## src/rtl/text_console.sv

```systemverilog
// Text-mode console feeder: turns a byte stream into char/attr writes in the
// 80x25 video RAM, with cursor tracking, newline, backspace, clear and scroll-up.
module text_console #(
    parameter int          COLS      = 80,
    parameter int          ROWS      = 25,
    parameter logic [7:0]  FILL_CHAR = 8'h20
) (
    input  logic        clock,
    input  logic        reset,
    input  logic [7:0]  in_data,
    input  logic [7:0]  in_attr,
    input  logic        in_valid,
    output logic        in_ready,
    output logic [11:0] mem_address,
    output logic [7:0]  mem_wdata,
    output logic        mem_we,
    input  logic [7:0]  mem_rdata,
    output logic [10:0] cursor,
    output logic        busy,
    output logic [2:0]  state_dbg
);

    // Handshake: a byte transfers on a rising clock edge where in_valid and
    // in_ready are both high; in_ready is high only in IDLE, and the source
    // must hold in_data/in_attr stable until that edge.

    localparam int          CELLS         = COLS * ROWS;
    localparam logic [11:0] LAST_BYTE     = 12'(2 * CELLS - 1);
    localparam logic [11:0] ROW_BYTES     = 12'(2 * COLS);
    localparam logic [11:0] LAST_ROW_BYTE = 12'(2 * (CELLS - COLS));
    localparam logic [4:0]  LAST_ROW      = 5'(ROWS - 1);
    localparam logic [6:0]  LAST_COL      = 7'(COLS - 1);

    typedef enum logic [2:0] {
        IDLE    = 3'd0,
        WR_CHAR = 3'd1,
        WR_ATTR = 3'd2,
        SCR_RD  = 3'd3,
        SCR_WR  = 3'd4,
        FILL_CH = 3'd5,
        FILL_AT = 3'd6
    } state_t;

    state_t      state_q, state_d;
    logic [4:0]  row_q, row_d;
    logic [6:0]  col_q, col_d;
    logic [10:0] cursor_q, cursor_d;
    logic [7:0]  attr_q, attr_d;
    logic [7:0]  char_q, char_d;
    logic [11:0] addr_q, addr_d;
    logic        clr_q, clr_d;

    always_ff @(posedge clock) begin
        if (reset) begin
            state_q  <= IDLE;
            row_q    <= '0;
            col_q    <= '0;
            cursor_q <= '0;
            attr_q   <= '0;
            char_q   <= '0;
            addr_q   <= '0;
            clr_q    <= 1'b0;
        end else begin
            state_q  <= state_d;
            row_q    <= row_d;
            col_q    <= col_d;
            cursor_q <= cursor_d;
            attr_q   <= attr_d;
            char_q   <= char_d;
            addr_q   <= addr_d;
            clr_q    <= clr_d;
        end
    end

    always_comb begin
        state_d     = state_q;
        row_d       = row_q;
        col_d       = col_q;
        attr_d      = attr_q;
        char_d      = char_q;
        addr_d      = addr_q;
        clr_d       = clr_q;
        mem_we      = 1'b0;
        mem_address = '0;
        mem_wdata   = '0;
        case (state_q)
            IDLE: begin
                if (in_valid) begin
                    attr_d = in_attr;
                    char_d = in_data;
                    case (in_data)
                        8'h0D: col_d = '0;
                        8'h0A: begin
                            // At the last row the cursor stays put until the scroll completes.
                            if (row_q == LAST_ROW) begin
                                state_d = SCR_RD;
                                addr_d  = ROW_BYTES;
                                clr_d   = 1'b0;
                            end else begin
                                col_d = '0;
                                row_d = row_q + 5'd1;
                            end
                        end
                        8'h08: begin
                            if (col_q != '0) begin
                                col_d = col_q - 7'd1;
                            end else if (row_q != '0) begin
                                row_d = row_q - 5'd1;
                                col_d = LAST_COL;
                            end
                        end
                        8'h0C: begin
                            state_d = FILL_CH;
                            addr_d  = '0;
                            clr_d   = 1'b1;
                        end
                        default: state_d = WR_CHAR;
                    endcase
                end
            end
            WR_CHAR: begin
                mem_we      = 1'b1;
                mem_address = {cursor_q, 1'b0};
                mem_wdata   = char_q;
                state_d     = WR_ATTR;
            end
            WR_ATTR: begin
                mem_we      = 1'b1;
                mem_address = {cursor_q, 1'b1};
                mem_wdata   = attr_q;
                state_d     = IDLE;
                if (col_q == LAST_COL) begin
                    if (row_q == LAST_ROW) begin
                        state_d = SCR_RD;
                        addr_d  = ROW_BYTES;
                        clr_d   = 1'b0;
                    end else begin
                        col_d = '0;
                        row_d = row_q + 5'd1;
                    end
                end else begin
                    col_d = col_q + 7'd1;
                end
            end
            SCR_RD: begin
                mem_address = addr_q;
                state_d     = SCR_WR;
            end
            SCR_WR: begin
                // Read data for addr_q arrives now; it lands one row lower.
                mem_we      = 1'b1;
                mem_address = addr_q - ROW_BYTES;
                mem_wdata   = mem_rdata;
                if (addr_q == LAST_BYTE) begin
                    state_d = FILL_CH;
                    addr_d  = LAST_ROW_BYTE;
                end else begin
                    state_d = SCR_RD;
                    addr_d  = addr_q + 12'd1;
                end
            end
            FILL_CH: begin
                mem_we      = 1'b1;
                mem_address = addr_q;
                mem_wdata   = FILL_CHAR;
                addr_d      = addr_q + 12'd1;
                state_d     = FILL_AT;
            end
            FILL_AT: begin
                mem_we      = 1'b1;
                mem_address = addr_q;
                mem_wdata   = attr_q;
                if (addr_q == LAST_BYTE) begin
                    state_d = IDLE;
                    col_d   = '0;
                    row_d   = clr_q ? 5'd0 : LAST_ROW;
                end else begin
                    addr_d  = addr_q + 12'd1;
                    state_d = FILL_CH;
                end
            end
            default: state_d = IDLE;
        endcase
        cursor_d = 11'(row_d) * 11'(COLS) + 11'(col_d);
    end

    assign in_ready  = (state_q == IDLE);
    assign busy      = ~in_ready;
    assign cursor    = cursor_q;
    assign state_dbg = state_q;

endmodule

```

## config.mk

```make
export PLATFORM = sky130hd
export DESIGN_NAME = text_console
export DESIGN_NICKNAME = d
export VERILOG_FILES = /design/src/rtl/text_console.sv
export SDC_FILE = /design/constraint.sdc
export NUM_CORES = 1
export LEC_CHECK = 0
export BUFFER_PORTS_ARGS = -buffer_cell sky130_fd_sc_hd__buf_4
export CAP_MARGIN = 40
export CORE_ASPECT_RATIO = 2
export CORE_MARGIN = 2
export CORE_UTILIZATION = 45
export CTS_CLUSTER_DIAMETER = 100
export CTS_CLUSTER_SIZE = 14
export DETAILED_ROUTE_END_ITERATION = 12
export GPL_ROUTABILITY_DRIVEN = 1
export HOLD_SLACK_MARGIN = 0.05
export PLACE_DENSITY = 0.65
export SLEW_MARGIN = 40
export SYNTH_ARGS = -nofsm -noshare
export SYNTH_HDL_FRONTEND = slang
export SYNTH_SLANG_ARGS = --single-unit
```

## constraint.sdc

```tcl
create_clock -name clock -period 8.1 [get_ports clock]
set_clock_uncertainty 0.05 [all_clocks]
set_input_delay 1.62 -clock clock [delete_from_list [all_inputs] [get_ports clock]]
set_output_delay 1.62 -clock clock [all_outputs]
set_load 0.05 [all_outputs]
```

==> results.ini, run 1 <==
[yosys]
synth.area.top_cells = dfxtp_1 24%, nand2_1 7.6%, a21oi_1 5.5%
synth-edff-count = 0
synth_nets = 640
avgSynthCellArea_um2 = 7.30
synth_top_area_share_pct = 23.6
syn-instance-count = 593
post-synth-top-area-cell = dfxtp_1
synth.top_cells.by_count = 88 x nand2_1, 51 x dfxtp_1, 48 x a21oi_1
synthFlopType = dfxtp_1
ys_seq_area_share_pct = 23.6
synthArstFlopShare_pct = 0
synthesis.area_um2 = 4330
post-synth-top-count-cell = nand2_1
ys_ff_latch = 51
yosysUniqueCellTypes = 77
ys_warn_count = 0

[floorplan]
fp-row-count = 50
coreArea_um2 = 9380
io_pins = 64
die_w_um = 73.4
start_util_pct = 46.2
die_area_um2 = 10500
die_y_um = 143

[timing]
relSlewSlack_pct = 43.7
fin_crit_sh_pct = 65.6
slew_viol_final = 0
hold_viol = 0
setup_violations = 0
tns_ns = 0
rsz0062_at_grt = no
fin_crit_ns = 5.31
worst-slew-pin-transition_ns = 0.841
fmax_ghz = 0.188

[clocking]
htree_levels = 2
clk_pin_slew_worst_paths_ns = 0.07
clock-sinks = 51
clock-root-buffer = clkbuf_16
cts_tree = built
cts_made_buffers = 5
cts_resized = 0
postCtsSetupBuffers = 0
cts_hold_buf = 0
clockBufferDepth = 2
clock_latency_ns = 0.30

[final_layout]
diodes = 0
area_growth_pct = 14.2
final_nets = 667
drive_gt1_share_pct = 16.3
fin_util_pct = 52.7

[placed_design]
portBuffers = 63
dpl.hpwl_mm = 11.7
finalWeightedCongestion = 0.978

[hold_path]
worstHoldPathType = flip-flop to flip-flop
hold_end = char_q[1]
worstHoldStart = char_q[1]
hold_depth = 2

[grt]
grt_pass1_wl_mm = 24.5
grt_overflow = 0
grt_antenna_before_repair = 0
grt_pass1_vias = 4726
track_usage_pct = 30.1
grt_max_degree = 45

[detailed_routing]
firstDrtPassIters = 6
finalWirelength_mm = 15.6
viasPerCell = 6.64
vias = 4815
post_drt_wl_per_cell_um = 21.5
drc = 0
drt-initial-drc-count = 456
drt.antenna.violating_nets = 0

[setup_path]
critPathMaxFanout = 6
start_kind = input port
cp.arrival_ns = 5.50
r2r_slack_ns = 3.41
r2r-start = row_q[0]
end_kind = flip-flop
reg2reg_depth = 18
r2r-end = cursor[10]
crit_required_ns = 8.29
worstSetupPathType = input port to flip-flop

[power]
p_leak_uw = 0.00191
p_per_area_nw_per_um2 = 138
ir_drop_uv = 94.4

[flow_run]
drv_cap = 0

[outcome]
status = complete, no violations

==> registers in the layout, summed over array words and instances (netlist names), named ones only <==
register	flops
row_q	5
attr_q	8
char_q	8
state_dbg	3
addr_q	12
col_q	3
clr_q	1
cursor	7
==> how the worst max path moves through the flow <==
stage | from | endpoint | cells past startpoint
final | in_data[7] | cursor[10] | 17
after global placement | in_data[7] | cursor[10] | 17
after global routing | in_data[7] | cursor[10] | 17
after CTS | in_data[7] | cursor[10] | 17
after floorplan | in_data[7] | cursor[10] | 16
after detailed placement | in_data[7] | cursor[10] | 17
==> layer usage <==
layer	share of wire (%)	track usage, %	vias to the layer above
met5	0	0	-
met4	6.2	17.4	0
met3	5.3	3.11	67
met2	55	54.4	230
met1	34	32.6	2275
li1	-	-	2243
==> where the power goes <==
| part | internal [uW] | switching, uW | total, uW |
|---|---|---|---|
| Sequential | 258 | 5.33 | 263 |
| Combinational | 39.6 | 100 | 140 |
| Clock | 177 | 103 | 280 |
==> area by class of cell <==
| cell class | count | area (um^2) |
|---|---|---|
| Tap cell | 104 | 130 |
| Inverter | 18 | 67.6 |
| Fill cell | 976 | 4440 |
| Sequential cell | 51 | 1020 |
| Clock buffer | 5 | 125 |
| Clock inverter | 3 | 67.6 |
| Timing Repair Buffer | 66 | 495 |
| Multi-Input combinational cell | 478 | 3040 |
==> stage by stage <==
stage	power [uW]	hold slack [ns]	std cells	instance area, um^2	setup slack (ns)
finish	684	0.410	725	4940	2.79
global route	702	0.431	725	4940	2.53
CTS	680	0.410	725	4940	2.82
detailed placement	407	0.401	717	4750	2.53
global placement	405	0.393	717	4740	2.61
floorplan	360	0.387	593	4330	2.95
==> worst max-delay path, cell delays in order <==
cell,delay (ns)
buf_4,0.12
or4_4,0.58
nor3_4,0.23
o21ai_1,0.11
a32o_1,0.22
a221oi_1,0.32
inv_1,0.17
ha_1,0.32
ha_1,0.23
inv_1,0.08
fa_1,0.46
nor2b_1,0.25
a31o_2,0.19
a31o_2,0.16
nand2_1,0.05
a311oi_1,0.26
a41o_1,0.13
==> cell families (layout without fill, tap and decap cells) <==
family	after synthesis	after routing	share of synthesized area, %
AND/OR/NAND/NOR	243	243	29.2
AO/OA/AOI/OAI	192	192	29.7
buffers and inverters	64	92	6.47
flip-flops	51	51	23.6
adder cells (fa/ha/maj)	20	20	6.12
XOR/XNOR	14	14	2.83
multiplexers	9	9	2.11
==> layout by cell type (no fill, tap or decap), types with 3 or more instances in the layout <==
cell       count
and3_1         6
a31oi_1        9
o31ai_1        3
and2_1         7
inv_1         17
nor2_1        45
a22oi_1       16
buf_4         66
a21oi_1       48
nor3_1        14
nor3b_1        3
dfxtp_1       51
mux2i_1        8
nand2b_1       5
a32oi_1        3
and4_1         4
o21ai_1        5
xnor2_1        8
ha_1          18
a21o_1         5
o32ai_1        4
clkbuf_16      5
nand4_1        9
nand2_1       88
o211ai_1       3
a211oi_1       7
nand4b_1       3
a221o_1        5
a311oi_2       4
nand3_1       17
nor4_1         7
xor2_1         6
o22ai_1        5
a311oi_1       3
nor2b_1       13
a31o_2         3
o21ai_0       45
(Power assumes the default switching activity.)
==> run 2, diff against run 1 <==
==> constraint.sdc (replaced) <==
create_clock -name clock -period 5.5 [get_ports clock]
set_clock_uncertainty 0.05 [all_clocks]
set_input_delay 1.1 -clock clock [delete_from_list [all_inputs] [get_ports clock]]
set_output_delay 1.1 -clock clock [all_outputs]
set_load 0.05 [all_outputs]
==> run 2 against run 1 <==
Effect of this change: total power rose by 40%; flip-flop and latch count did not move; critical path type unchanged; sequential share of layout area barely moved; highest routed layer unchanged; core utilization rose by 0.093 points; combinational power rose by 49%.
==> results.ini, run 2 (synthesis results as in run 1) <==
[floorplan]
coreArea_um2 = 9380  ; unchanged
die_w_um = 73.4  ; unchanged
die_area_um2 = 10500  ; unchanged
start_util_pct = 46.2  ; unchanged
fp-row-count = 50  ; unchanged
io_pins = 64  ; unchanged
die_y_um = 143  ; unchanged

[final_layout]
regMostFlops = addr_q
final_common_cell = nand2_1
area_growth_pct = 14.4
register_area_um2 = 1020  ; unchanged
largest_reg_flops = 12  ; unchanged
final_cell_mix = 88 x nand2_1, 71 x buf_4, 51 x dfxtp_1
final_nets = 672  ; +0.75%
largest_registers = addr_q (12), attr_q (8), char_q (8)
multi_input_area_um2 = 3030  ; -0.16%
drive_gt1_share_pct = 16.8  ; +0.51 points
diodes = 0  ; unchanged
fillers = 939  ; -3.8%

[clocking]
cts_made_buffers = 5  ; unchanged
htree_levels = 2  ; unchanged
clock_latency_ns = 0.30  ; about the same
clk_pin_slew_worst_paths_ns = 0.07  ; about the same
cts_tree = built
clockBufferDepth = 2  ; unchanged
cts_resized = 0  ; unchanged
clock-root-buffer = clkbuf_16
clock-sinks = 51  ; unchanged
cts_hold_buf = 0  ; unchanged
postCtsSetupBuffers = 0  ; unchanged

[setup_path]
cp_num_buf_inv = 3  ; unchanged
crit_cells = 17  ; unchanged
reg2reg_depth = 18  ; unchanged
cp.arrival_ns = 5.35  ; -0.15 ns
crit_family = compound AO/OA/AOI/OAI gates
crit_required_ns = 5.69  ; -2.60 ns
cp_cell_sequence = buf_4, or4_4, nor3_4, o21ai_1, a32o_1, a221oi_1, inv_1, ha_1, ha_1, inv_1, fa_1, nor2b_1, a31o_2, a31o_2, nand2_1, a311oi_1, a41o_1
endpoint = cursor[10]
worstSetupPathType = input port to flip-flop
end_kind = flip-flop
crit_path_max_incr_delay_ns = 0.58  ; about the same
r2r-end = cursor[10]
crit_start = in_data[7]
r2r-start = row_q[0]
critPathMaxFanout = 6  ; unchanged
r2r_slack_ns = 0.40  ; -3.01 ns
start_kind = input port
cp_slowest_cell = or4_4

[power]
p_leak_uw = 0.00192  ; +0.91%
total_power_uw = 960  ; +40%
ir_drop_uv = 203  ; +110%
p_per_area_nw_per_um2 = 194  ; +40%

[grt]
grt_pass1_wl_mm = 23.8  ; -2.9%
grt_overflow = 0  ; unchanged
grt_max_degree = 45  ; unchanged
grt_pass1_vias = 4535  ; -4.0%
grt_antenna_before_repair = 0  ; unchanged
track_usage_pct = 29.4  ; -0.62 points

[timing]
rsz0062_at_grt = no
setup_violations = 0  ; unchanged
hold_viol = 0  ; unchanged
slew_viol_final = 0  ; unchanged
worst-slew-pin-transition_ns = 0.790  ; -0.0511 ns
tns_ns = 0  ; unchanged
fin_crit_ns = 5.15
whs_ns = 0.408  ; -0.00178 ns
fin_crit_sh_pct = 93.7
relSlewSlack_pct = 47.2  ; +3.5 points
fmax_ghz = 0.194

[detailed_routing]
finalWirelength_mm = 15.5  ; -0.69%
vias = 4784  ; -0.64%
viasPerCell = 6.55  ; -1.3%
firstDrtPassIters = 6  ; unchanged
drt-initial-drc-count = 408  ; -11%
drc = 0  ; unchanged
post_drt_wl_per_cell_um = 21.2  ; -1.4%
drt.antenna.violating_nets = 0  ; unchanged

[hold_path]
hold_depth = 2  ; unchanged
worstHoldPathType = flip-flop to flip-flop

[outcome]
status = complete, no violations

[placed_design]
dpl.hpwl_mm = 11.5  ; -1.3%
finalWeightedCongestion = 0.958  ; -2.0%
portBuffers = 63  ; unchanged

[flow_run]
drv_cap = 0  ; unchanged

run 2: layout make-up:
cell class / instances / area share [%]
Sequential cell: 51 / 20.6
Tap cell: 104 / 2.63
Clock inverter: 3 / 0.884
Inverter: 18 / 1.36
Timing Repair Buffer: 71 / 10.8
Clock buffer: 5 / 2.53
Multi-Input combinational cell: 478 / 61.2
run 2: how the worst min path moves through the flow:
| stage | startpoint | end | slack, ns |
|---|---|---|---|
| after floorplan | attr_q[0] | attr_q[0] | 0.39 |
| after global placement | attr_q[6] | attr_q[6] | 0.39 |
| after detailed placement | attr_q[1] | attr_q[1] | 0.40 |
| after CTS | attr_q[1] | attr_q[1] | 0.41 |
| after global routing | attr_q[1] | attr_q[1] | 0.43 |
| final | attr_q[1] | attr_q[1] | 0.41 |
run 2: routing by layer:
layer	up-vias	GRT usage [%]	wire length, um
met3	61	3.39	761
met5	-	0	0
met1	2240	31.8	5580
met4	0	17.2	910
met2	222	53.1	8210
li1	2261	-	-
run 2: power breakdown:
part           leakage (uW)  internal (uW)  switching (uW)
Combinational       0.00143           58.8             149
Sequential         0.000414            380            6.47
Clock             0.0000838            215             151
Total               0.00192            654             306
run 2: through the flow:
stage	cell area [um^2]	util [%]	setup WS, ns	instances
finish	4950	52.8	0.346	730
global route	4950	52.8	0.152	730
CTS	4950	52.8	0.452	730
detailed placement	4780	51.0	0.152	722
global placement	4780	51.0	0.331	722
floorplan	4330	-	0.873	593
run 2: worst min-delay path, stage by stage (launching register included):
cell and delay, ns:
dfxtp_1 0.31, nand2_1 0.05, a21oi_1 0.05
==> run 3, diff against run 2 <==
--- a/config.mk
+++ b/config.mk
@@ -9,13 +9,12 @@
 export CAP_MARGIN = 40
 export CORE_ASPECT_RATIO = 2
 export CORE_MARGIN = 2
-export CORE_UTILIZATION = 45
+export CORE_UTILIZATION = 40
 export CTS_CLUSTER_DIAMETER = 100
 export CTS_CLUSTER_SIZE = 14
 export DETAILED_ROUTE_END_ITERATION = 12
 export GPL_ROUTABILITY_DRIVEN = 1
 export HOLD_SLACK_MARGIN = 0.05
-export PLACE_DENSITY = 0.65
 export SLEW_MARGIN = 40
 export SYNTH_ARGS = -nofsm -noshare
 export SYNTH_HDL_FRONTEND = slang
==> run 3 against run 2 <==
Effect of this change: cell count rose by 5.2%; total power decreased by 2.8%; routed wire length grew 4.0%; via count rose by 0.40%; count of clock-buffer cells in the layout increased by 1; core utilization decreased by 5.2 points; non-clock buffer count increased by 5; largest cell class unchanged.
==> results.ini, run 3 (synthesis results as in run 1) <==
[setup_path]
cp_num_buf_inv = 4  ; +1
r2r-end = cursor[10]
crit_family = compound AO/OA/AOI/OAI gates
reg2reg_depth = 19  ; +1
r2r_slack_ns = 0.84  ; +0.44 ns
critPathMaxFanout = 6  ; unchanged
start_kind = input port
end_kind = flip-flop
crit_path_max_incr_delay_ns = 0.58  ; about the same
cp_slowest_cell = or4_4
worstSetupPathType = input port to flip-flop
r2r-start = row_q[0]
crit_required_ns = 5.69  ; about the same
cp_cell_sequence = buf_4, or4_4, nor3_4, o21ai_1, a32o_1, a221oi_1, buf_4, inv_1, ha_1, ha_1, inv_1, fa_1, nor2b_1, a31o_2, a31o_2, nand2_1, a311oi_1, a41o_1
cp.arrival_ns = 4.97  ; -0.38 ns

[clocking]
postCtsSetupBuffers = 0  ; unchanged
clock-root-buffer = clkbuf_16
cts_made_buffers = 5  ; unchanged
cts_hold_buf = 0  ; unchanged
htree_levels = 2  ; unchanged
clk_pin_slew_worst_paths_ns = 0.07  ; about the same
clock_latency_ns = 0.29  ; about the same
clockBufferDepth = 2  ; unchanged
clock-sinks = 51  ; unchanged
cts_resized = 0  ; unchanged
cts_tree = built

[detailed_routing]
finalWirelength_mm = 16.1  ; +4.0%
firstDrtPassIters = 6  ; unchanged
vias = 4803  ; +0.40%
post_drt_wl_per_cell_um = 20.9  ; -1.1%
drt-initial-drc-count = 347  ; -15%
drt.antenna.violating_nets = 0  ; unchanged
viasPerCell = 6.25  ; -4.6%
drc = 0  ; unchanged

[final_layout]
final_nets = 677  ; +0.74%
final_common_cell = nand2_1
drive_gt1_share_pct = 17.4  ; +0.66 points
multi_input_area_um2 = 3030  ; unchanged
regMostFlops = addr_q
fillers = 1077  ; +15%
final_cell_mix = 88 x nand2_1, 76 x buf_4, 51 x dfxtp_1
register_area_um2 = 1020  ; unchanged
largest_registers = addr_q (12), attr_q (8), char_q (8)
area_growth_pct = 15.9
largest_reg_flops = 12  ; unchanged
diodes = 0  ; unchanged

[grt]
grt_pass1_wl_mm = 24.4  ; +2.5%
grt_max_degree = 45  ; unchanged
grt_antenna_before_repair = 0  ; unchanged
grt_overflow = 0  ; unchanged
grt_pass1_vias = 4479  ; -1.2%
track_usage_pct = 26.8  ; -2.7 points

[timing]
hold_viol = 0  ; unchanged
worst-slew-pin-transition_ns = 0.824  ; +0.0343 ns
whs_ns = 0.409  ; +0.000563 ns
relSlewSlack_pct = 44.9  ; -2.3 points
setup_violations = 0  ; unchanged
rsz0062_at_grt = no
fmax_ghz = 0.209  ; +8.0%
tns_ns = 0  ; unchanged
slew_viol_final = 0  ; unchanged
fin_crit_ns = 4.77  ; -0.380 ns
worst_slack_ns = 0.726  ; +0.380 ns
fin_crit_sh_pct = 86.8  ; -6.9 points

[placed_design]
dpl.hpwl_mm = 12.2  ; +6.1%
place_ws_ns = 0.463  ; +0.311 ns
portBuffers = 63  ; unchanged
finalWeightedCongestion = 0.971  ; +1.3%

[hold_path]
worstHoldStart = attr_q[3]
worstHoldPathType = flip-flop to flip-flop
hold_end = attr_q[3]
hold_depth = 2  ; unchanged

[floorplan]
die_w_um = 77.6  ; +5.7%
fp-row-count = 53  ; +6.0%
die_area_um2 = 11700  ; +12%
coreArea_um2 = 10500  ; +12%
die_y_um = 151  ; +5.9%
io_pins = 64  ; unchanged
start_util_pct = 41.1  ; -5.1 points

[outcome]
status = complete, no violations

[power]
p_per_area_nw_per_um2 = 186  ; -4.1%
p_leak_uw = 0.00194  ; +0.70%
ir_drop_uv = 127  ; -37%

[flow_run]
drv_cap = 0  ; unchanged

-- run 3: cell count changes in the layout (fill, tap and decap cells not counted) --
| cell | before | now |
|---|---|---|
| buf_4 | 71 | 76 |
| bufinv_16 | 1 | 0 |
| clkbuf_8 | 0 | 1 |
| clkinv_2 | 1 | 0 |
| clkinvlp_4 | 0 | 1 |
-- run 3: how the worst max path moves through the flow --
stage | startpoint | endpoint | cells after the start
finish | in_data[7] | cursor[10] | 18
global route | in_data[7] | cursor[10] | 18
CTS | in_data[7] | cursor[10] | 18
detailed placement | in_data[7] | cursor[10] | 18
global placement | in_data[7] | cursor[10] | 18
floorplan | in_data[7] | cursor[10] | 16
-- run 3: layout make-up --
cell class / instances / area share (%)
Multi-Input combinational cell: 478 / 60.4
Sequential cell: 51 / 20.3
Timing Repair Buffer: 76 / 11.4
Tap cell: 137 / 3.42
Clock buffer: 6 / 2.77
Inverter: 18 / 1.35
Clock inverter: 2 / 0.324
-- run 3: metrics by stage --
step	area, um^2	util, %	std cells	power [uW]
finish	5020	47.6	768	933
global route	5020	47.6	768	967
CTS	5020	47.6	768	936
detailed placement	4860	46.1	760	605
global placement	4860	46.1	760	603
floorplan	4330	-	593	531
-- run 3: worst register-to-register path: cells and delay by family (launching register included) --
kind	cells	cell delay [ns]
AO/OA/AOI/OAI	7	1.30
adder cells (fa/ha/maj)	4	1.28
AND/OR/NAND/NOR	4	1.08
buffers and inverters	4	0.53
flip-flops	1	0.37
-- run 3: report_power, final --
group	internal, uW	switching [uW]	total [uW]
combinational	61.4	149	210
sequential	380	8.28	388
clock	182	152	335
-- run 3: metal layers --
metal / global-route usage, % / part of all wire (%)
met1: 28.2 / 36
met2: 50.4 / 55
met3: 2.32 / 4.0
met4: 16.2 / 5.4
met5: 0 / 0
